### src/rtl/lsu_mem_ctrl.sv
// Load/store initiator for a single-ported combinational memory port.
// Optional macro LSU_MISALIGN_CHECK_EN: reject misaligned requests with resp_err.
module lsu_mem_ctrl #(
  parameter int unsigned WAIT_CYCLES = 0
) (
  input  logic        clk,
  input  logic        rst_n,
  input  logic        req_valid,
  output logic        req_ready,
  input  logic        req_wen,
  input  logic [63:0] req_addr,
  input  logic [63:0] req_wdata,
  input  logic [1:0]  req_size,
  input  logic        req_unsigned,
  output logic        resp_valid,
  input  logic        resp_ready,
  output logic [63:0] resp_rdata,
  output logic        resp_err,
  output logic [63:0] mem_addr,
  output logic        mem_ce,
  output logic        mem_we,
  output logic [63:0] mem_wdata,
  output logic [7:0]  mem_wmask,
  input  logic [63:0] mem_rdata
);

  typedef enum logic [1:0] {
    S_IDLE,
    S_WAIT,
    S_ACCESS,
    S_RESP
  } state_e;

  localparam logic [3:0] CNT_LAST = 4'(WAIT_CYCLES - 1);

  state_e      state_q, state_d;
  logic [3:0]  cnt_q, cnt_d;
  logic [63:0] addr_q, addr_d;
  logic [63:0] wdata_q, wdata_d;
  logic [1:0]  size_q, size_d;
  logic        wen_q, wen_d;
  logic        uns_q, uns_d;
  logic [63:0] rdata_q, rdata_d;
  logic        err_q, err_d;

  logic [2:0]  lo_mask;
  logic        misaligned;
  logic [63:0] req_addr_eff;
  logic [7:0]  size_mask;
  logic [63:0] rd_shift;
  logic [63:0] rd_ext;

  // Low address bits that must be zero for natural alignment
  always_comb begin
    lo_mask = 3'b000;
    unique case (req_size)
      2'd0: lo_mask = 3'b000;
      2'd1: lo_mask = 3'b001;
      2'd2: lo_mask = 3'b011;
      2'd3: lo_mask = 3'b111;
    endcase
  end

  assign misaligned = |(req_addr[2:0] & lo_mask);

`ifdef LSU_MISALIGN_CHECK_EN
  assign req_addr_eff = req_addr;
`else
  assign req_addr_eff = {req_addr[63:3], req_addr[2:0] & ~lo_mask};
`endif

  always_comb begin
    size_mask = 8'h00;
    unique case (size_q)
      2'd0: size_mask = 8'h01;
      2'd1: size_mask = 8'h03;
      2'd2: size_mask = 8'h0f;
      2'd3: size_mask = 8'hff;
    endcase
  end

  assign rd_shift = mem_rdata >> {addr_q[2:0], 3'b000};

  always_comb begin
    rd_ext = rd_shift;
    unique case (size_q)
      2'd0: rd_ext = uns_q ? {56'd0, rd_shift[7:0]}
                           : {{56{rd_shift[7]}}, rd_shift[7:0]};
      2'd1: rd_ext = uns_q ? {48'd0, rd_shift[15:0]}
                           : {{48{rd_shift[15]}}, rd_shift[15:0]};
      2'd2: rd_ext = uns_q ? {32'd0, rd_shift[31:0]}
                           : {{32{rd_shift[31]}}, rd_shift[31:0]};
      2'd3: rd_ext = rd_shift;
    endcase
  end

  always_comb begin
    state_d    = state_q;
    cnt_d      = cnt_q;
    addr_d     = addr_q;
    wdata_d    = wdata_q;
    size_d     = size_q;
    wen_d      = wen_q;
    uns_d      = uns_q;
    rdata_d    = rdata_q;
    err_d      = err_q;
    req_ready  = 1'b0;
    resp_valid = 1'b0;
    mem_ce     = 1'b0;
    mem_we     = 1'b0;
    mem_addr   = 64'd0;
    mem_wdata  = 64'd0;
    mem_wmask  = 8'd0;
    unique case (state_q)
      S_IDLE: begin
        req_ready = 1'b1;
        if (req_valid) begin
          addr_d  = req_addr_eff;
          wdata_d = req_wdata;
          size_d  = req_size;
          wen_d   = req_wen;
          uns_d   = req_unsigned;
          rdata_d = 64'd0;
          err_d   = 1'b0;
          cnt_d   = 4'd0;
`ifdef LSU_MISALIGN_CHECK_EN
          if (misaligned) begin
            err_d   = 1'b1;
            state_d = S_RESP;
          end else
`endif
          if (WAIT_CYCLES > 0) state_d = S_WAIT;
          else state_d = S_ACCESS;
        end
      end
      S_WAIT: begin
        if (cnt_q == CNT_LAST) begin
          cnt_d   = 4'd0;
          state_d = S_ACCESS;
        end else begin
          cnt_d = cnt_q + 4'd1;
        end
      end
      S_ACCESS: begin
        mem_ce   = 1'b1;
        mem_we   = wen_q;
        mem_addr = {addr_q[63:3], 3'b000};
        if (wen_q) begin
          mem_wmask = size_mask << addr_q[2:0];
          mem_wdata = wdata_q << {addr_q[2:0], 3'b000};
        end else begin
          rdata_d = rd_ext;
        end
        state_d = S_RESP;
      end
      S_RESP: begin
        resp_valid = 1'b1;
        if (resp_ready) state_d = S_IDLE;
      end
    endcase
  end

  always_ff @(posedge clk) begin
    if (!rst_n) begin
      state_q <= S_IDLE;
      cnt_q   <= 4'd0;
      addr_q  <= 64'd0;
      wdata_q <= 64'd0;
      size_q  <= 2'd0;
      wen_q   <= 1'b0;
      uns_q   <= 1'b0;
      rdata_q <= 64'd0;
      err_q   <= 1'b0;
    end else begin
      state_q <= state_d;
      cnt_q   <= cnt_d;
      addr_q  <= addr_d;
      wdata_q <= wdata_d;
      size_q  <= size_d;
      wen_q   <= wen_d;
      uns_q   <= uns_d;
      rdata_q <= rdata_d;
      err_q   <= err_d;
    end
  end

  assign resp_rdata = rdata_q;

`ifdef LSU_MISALIGN_CHECK_EN
  assign resp_err = err_q;
`else
  assign resp_err = 1'b0;
  logic unused_err;
  assign unused_err = err_q ^ misaligned;
`endif

endmodule

### config.mk
export PLATFORM = sky130hd
export DESIGN_NAME = lsu_mem_ctrl
export DESIGN_NICKNAME = d
export VERILOG_FILES = /design/src/rtl/lsu_mem_ctrl.sv
export SDC_FILE = /design/constraint.sdc
export NUM_CORES = 1
export LEC_CHECK = 0
export BUFFER_PORTS_ARGS = -buffer_cell sky130_fd_sc_hd__buf_2
export CORE_MARGIN = 2
export CORE_UTILIZATION = 25
export CTS_CLUSTER_DIAMETER = 150
export DETAILED_ROUTE_END_ITERATION = 8
export PLACE_DENSITY_LB_ADDON = 0.25
export SLEW_MARGIN = 5
export SYNTH_ARGS = -nofsm -noshare
export SYNTH_HDL_FRONTEND = slang
export SYNTH_SLANG_ARGS = --single-unit
### constraint.sdc
create_clock -name clk -period 4.2 [get_ports clk]
set_clock_uncertainty 0.2 [all_clocks]
set_input_delay 0.42 -clock clk [delete_from_list [all_inputs] [get_ports clk]]
set_output_delay 0.42 -clock clk [all_outputs]
set_load 0.005 [all_outputs]
==> impl_metrics.csv, run 1 <==
group,metric,value,unit
finish,instances_no_fill,2545,
sta,fin_ws,442.4,ps
route,wl_met2,24570,um
cts,worstSkewPairLatency,550,ps
route,route.top_layer_used,"met4",
sta,clock.fmax,0.2661,GHz
critical_path,crit_fanout,87,
sta,slew_headroom,23.79,%
route,wl_met3,2380,um
grt,grt_max_degree,141,
sta,report.final.slew_viol_count,0,
cts,htreeDepth,1,
sta,fin_crit_sh,89.47,%
worst_hold_path,hold_class,"input port to flip-flop",
floorplan,core,45090,um^2
synthesis,synth_cells,1472,
route,via_count,12490,
floorplan,die_area,47070,um^2
critical_path,worstPathRequired,3580,ps
critical_path,r2r_cells,6,
critical_path,max_stage_delay,850,ps
cts,cts-resized-gates,0,
sta,hold_violations,0,
critical_path,cp_cell_sequence,"buf_4 > mux2_2 > nor2_1 > a21oi_1 > mux2i_1 > nor2_1 > buf_2",
placed_design,dp.cells,2361,
grt,grt_pass1_vias,12150,
route,drt_iter0_drc,955,
critical_path,end_kind,"output port",
placed_design,gp_congestion,0.8566,
cts,clk_path_buf_depth,3,
critical_path,crit_arrival,3140,ps
sta,fin_tns_setup,0,ps
route,drtAntennaViolNets,0,
critical_path,crit_slowest_cell,"buf_4",
synthesis,netlist_area,11340,um^2
sta,fin_crit,3758,ps
critical_path,r2r-end,"resp_rdata[50]$_SDFFE_PN0P_",
power,p_per_area,351.9,nW/um^2
power,ir_worst_vdd,248.3,uV
cts,clkSlewWorstSetupHoldPaths,60,ps
finish,final_nets,2127,
placed_design,io_buffers,400,
cts,cts.sinks,202,
synthesis,seq_area_frac_synth,35.67,%
finish,layout-drive-gt1-share,28.51,%
finish,mostFrequentLayoutCells,"buf_2, nand2_1, dfxtp_1",
critical_path,start_kind,"flip-flop",
synthesis,ys_warn_count,0,
synthesis,async_reset_ff_share,0,%
route,vias_per_cell,4.907,
critical_path,cp-endpoint,"mem_wdata[62]",
cts,cts_inserted_buffers,26,
sta,max_slew.worst_pin.slew,1139,ps
route,routedWlPerCell,19.14,um
synthesis,avgSynthCellArea,7.702,um^2
sta,setup_viol,0,
floorplan,initial_core_util,25.14,%
synthesis,synthDistinctLibCells,52,
status,status,"completed",
grt,track_usage,19.67,%
grt,grt_overflow,0,
placed_design,pre_cts_ws,605.7,ps
critical_path,worst-r2r-setup-slack,600,ps
critical_path,critPathLaunch,"addr_q[0]$_SDFFE_PN0P_",
route,wl_met1,20570,um
synthesis,ys.flop_type,"dfxtp_1",
power,p_leak,6.788,nW
sta,rsz0062_at_grt,"false",
route,routed_wl,48710,um
route,drc,0,
run,cap_viol_max_count,0,
placed_design,hpwl,34750,um
cts,tritoncts,"done",
critical_path,worstSetupPathType,"flip-flop to output port",
floorplan,io-pin-count,405,
synthesis,synth_edf_count,0,
cts,cts-root-buf,"clkbuf_16",
finish,final_common_cell,"buf_2",
critical_path,cpMostUsedCell,"nor2_1",
critical_path,regToRegStartpoint,"addr_q[0]$_SDFFE_PN0P_",
floorplan,die_y,217.0,um
grt,grt_pass1_wl,72210,um
grt,antenna_found_initial,2,
synthesis,ys_ff_latch,202,
finish,area_delta_synth_final,40.16,%
route,dr.pass1.iters,5,
floorplan,chipWidth,217.0,um
floorplan,row_count,78,
## where the power goes
part           switching (W)  total [W]  internal [W]
clock network       0.000890    0.00215       0.00126
logic               0.000689    0.00121      0.000521
registers           0.000146    0.00224       0.00209
total                0.00173    0.00559       0.00387
## area by class of cell
class	instances	area, um^2
Fill cell	4894	29200
Multi-Input combinational cell	1130	6679
Sequential cell	202	4053
Timing Repair Buffer	560	3571
Clock buffer	39	770.7
Tap cell	600	750.7
Clock inverter	6	36.28
Inverter	6	25.02
Antenna cell	2	5.005
## through the flow
step	power, W	instance area (um^2)	hold slack, ps	util, %
2_1_floorplan	0.002908	11350	231.7	-
3_3_place_gp	0.003376	13710	237.1	30.40
3_5_place_dp	0.003390	13710	238.2	30.40
4_1_cts	0.005674	15890	3.290	35.23
5_1_grt	0.005883	15890	58.77	35.24
6_report	0.005591	15890	28.39	35.24
## sequential cells by signal, summed over array words and instances, names as in the netlist
| name | flops |
|---|---|
| wdata_q | 64 |
| addr_q | 64 |
| size_q | 2 |
| wen_q | 1 |
| cnt_q | 4 |
| state_q | 2 |
| uns_q | 1 |
| resp_rdata | 64 |
## worst max-delay path, delay by kind of cell, from the launching register on
kind,cells,cell delay [ps]
flops,1,590
buf+inv,2,990
mux,2,460
compound gates,1,280
simple gates,2,210
## routing by layer
layer  global-route usage (%)  vias to the layer above
met2                    35.26                      391
met3                    2.781                       68
met5                        0                        -
li1                         -                     5987
met1                    24.57                     6043
met4                    5.297                        0
## cells in the mapped netlist (all sizes together) (25+ instances only)
master  count  area (um^2)
a211oi     30        237.7
a21oi     189        945.9
a22oi      43        327.8
and2       87        544.3
buf        56        315.3
clkbuf     81        306.5
dfxtp     202         4044
mux2       35        397.9
mux2i      73        730.7
mux4       25        563.0
nand2     367         1378
nor2       81        304.0
o21ai      58        301.5
## what timing repair did
item	in CTS	in global routing
setup buffers	0	0
hold endpoints to repair	136	0
hold buffers	137	0
## how the worst min path moves through the flow
stage	start	endpoint	slack [ps]	cells past startpoint
after global placement	resp_rdata[27]$_SDFFE_PN0P_	resp_rdata[27]$_SDFFE_PN0P_	240	2
after CTS	mem_rdata[58]	resp_rdata[58]$_SDFFE_PN0P_	3	3
after detailed placement	resp_rdata[60]$_SDFFE_PN0P_	resp_rdata[60]$_SDFFE_PN0P_	240	2
final	mem_rdata[58]	resp_rdata[58]$_SDFFE_PN0P_	30	3
after global routing	rst_n	resp_rdata[3]$_SDFFE_PN0P_	60	3
after floorplan	addr_q[10]$_SDFFE_PN0P_	addr_q[10]$_SDFFE_PN0P_	230	2
## cell families after synthesis
group,count (synthesis),synth area share (%)
fa+ha+maj,1,0.1103
compound gates,384,20.09
other cells,1,0.03308
flops,202,35.67
buf+inv,143,5.684
mux,133,14.92
simple gates,608,23.50
No activity file was read; power rests on OpenSTA's default activity.
==> inputs of run 2 (changes only) <==
--- a/config.mk
+++ b/config.mk
@@ -6,11 +6,11 @@
 export NUM_CORES = 1
 export LEC_CHECK = 0
 export BUFFER_PORTS_ARGS = -buffer_cell sky130_fd_sc_hd__buf_2
-export CORE_MARGIN = 2
-export CORE_UTILIZATION = 25
+export CORE_AREA = 2 2 156 158
 export CTS_CLUSTER_DIAMETER = 150
 export DETAILED_ROUTE_END_ITERATION = 8
-export PLACE_DENSITY_LB_ADDON = 0.25
+export DIE_AREA = 0 0 158 160
+export PLACE_DENSITY = 0.76
 export SLEW_MARGIN = 5
 export SYNTH_ARGS = -nofsm -noshare
 export SYNTH_HDL_FRONTEND = slang
==> run 2 against run 1 <==
Sequential share of layout area grew 0.75 points; via count grew 3.8%; critical path depth shrank 2; critical endpoint is now mem_wdata[36].
==> impl_metrics.csv, run 2 (synthesized netlist as in run 1, its figures left out) <==
group,metric,value,unit
route,via_count,12970,
grt,grt_pass1_vias,12480,
cts,cts-resized-gates,0,
finish,instances_no_fill,2262,
sta,fin_ws,553.8,ps
sta,fin_crit_sh,86.81,%
sta,clock.fmax,0.2743,GHz
placed_design,hpwl,29910,um
cts,cts.sinks,202,
status,status,"completed",
grt,track_usage,33.50,%
floorplan,chipWidth,158,um
critical_path,critPathLaunch,"addr_q[2]$_SDFFE_PN0P_",
grt,antenna_found_initial,4,
route,drc,0,
floorplan,core,23820,um^2
finish,mostFrequentLayoutCells,"buf_2, nand2_1, dfxtp_1",
sta,setup_viol,0,
finish,area_delta_synth_final,36.17,%
route,dr.pass1.iters,5,
power,p_per_area,352.8,nW/um^2
route,routed_wl,44180,um
critical_path,worstSetupPathType,"flip-flop to output port",
floorplan,initial_core_util,47.59,%
route,drt_iter0_drc,1055,
route,drtAntennaViolNets,0,
critical_path,worstPathRequired,3580,ps
floorplan,io-pin-count,405,
placed_design,pre_cts_ws,780.9,ps
critical_path,cp-endpoint,"mem_wdata[36]",
critical_path,r2r-end,"resp_rdata[46]$_SDFFE_PN0P_",
grt,grt_max_degree,98,
worst_hold_path,hold_class,"input port to flip-flop",
placed_design,dp.cells,2081,
power,p_leak,6.720,nW
critical_path,crit_slowest_cell,"nor4_2",
critical_path,max_stage_delay,900,ps
cts,cts-root-buf,"clkbuf_16",
placed_design,gp_congestion,0.9652,
finish,final_nets,2118,
critical_path,start_kind,"flip-flop",
critical_path,regToRegStartpoint,"addr_q[1]$_SDFFE_PN0P_",
floorplan,die_y,160,um
sta,fin_tns_setup,0,ps
cts,tritoncts,"done",
critical_path,crit_fanout,36,
sta,max_slew.worst_pin.slew,1252,ps
critical_path,crit_arrival,3030,ps
sta,fin_crit,3646,ps
sta,hold_violations,0,
critical_path,end_kind,"output port",
route,vias_per_cell,5.732,
floorplan,row_count,57,
finish,final_common_cell,"buf_2",
critical_path,worst-r2r-setup-slack,640,ps
critical_path,cp_cell_sequence,"inv_2 > nor4_2 > nand2_1 > o21ai_0 > buf_2",
power,ir_worst_vdd,318.4,uV
grt,grt_overflow,0,
floorplan,die_area,25280,um^2
grt,grt_pass1_wl,67110,um
run,cap_viol_max_count,0,
cts,worstSkewPairLatency,520,ps
critical_path,r2r_cells,5,
sta,slew_headroom,16.19,%
cts,clkSlewWorstSetupHoldPaths,60,ps
placed_design,io_buffers,400,
route,routedWlPerCell,19.53,um
sta,report.final.slew_viol_count,0,
cts,cts_setup_buffers,0,
sta,rsz0062_at_grt,"false",
finish,layout-drive-gt1-share,28.34,%
cts,clk_path_buf_depth,3,
cts,cts_inserted_buffers,24,
cts,htreeDepth,1,
## run 2: critical path, delay by kind of cell (launching register included)
family | cells | cell delay (ps)
and+or+nand+nor | 2 | 1000
AOI/OAI and AO/OA | 1 | 130
buffers and inverters | 2 | 660
DFF | 1 | 690
## run 2: metrics by stage
step / hold WS, ps / area (um^2) / util, % / power [W]
after global routing: 62.68 / 15440 / 64.81 / 0.005679
after global placement: 230.9 / 13330 / 55.95 / 0.003304
after detailed placement: 237.7 / 13330 / 55.95 / 0.003329
after CTS: 47.02 / 15430 / 64.77 / 0.005438
after floorplan: 231.7 / 11350 / - / 0.002908
final: 63.14 / 15440 / 64.81 / 0.005446
## run 2: final cells by class
class / instances / area, um^2
tap: 324 / 405.4
fill: 2064 / 8383
antenna: 4 / 10.01
timing repair buffer: 553 / 3511
sequential: 202 / 4053
multi-input combinational: 1130 / 6674
clock buffer: 31 / 626.9
inverter: 6 / 25.02
clock inverter: 12 / 132.6
## run 2: how the worst min path moves through the flow
stage | end | slack (ps) | start | depth (start not counted)
6_report | resp_rdata[57]$_SDFFE_PN0P_ | 60 | mem_rdata[57] | 3
5_1_grt | resp_rdata[56]$_SDFFE_PN0P_ | 60 | mem_rdata[56] | 3
4_1_cts | resp_rdata[57]$_SDFFE_PN0P_ | 50 | mem_rdata[57] | 3
3_5_place_dp | resp_rdata[39]$_SDFFE_PN0P_ | 240 | resp_rdata[39]$_SDFFE_PN0P_ | 2
3_3_place_gp | resp_rdata[39]$_SDFFE_PN0P_ | 230 | resp_rdata[39]$_SDFFE_PN0P_ | 2
2_1_floorplan | addr_q[10]$_SDFFE_PN0P_ | 230 | addr_q[10]$_SDFFE_PN0P_ | 2
## run 2: power breakdown
group	switching [W]	internal, W	leakage [nW]
logic	0.000663	0.000515	4.70
registers	0.000158	0.00209	1.65
clock network	0.000839	0.00118	0.363
total	0.00166	0.00379	6.72
## run 2: timing repair
item	CTS	global route
hold endpoints to repair	133	0
hold buffers	134	0
endpoints found under the setup margin	0	0
## run 2: layer usage
layer / vias up / share of wire [%] / global-route usage (%)
met5: - / 0 / 0
met4: 0 / 4.7 / 15.27
met2: 740 / 49 / 57.85
met1: 6078 / 37 / 40.10
met3: 161 / 9.2 / 6.242
li1: 5986 / - / -
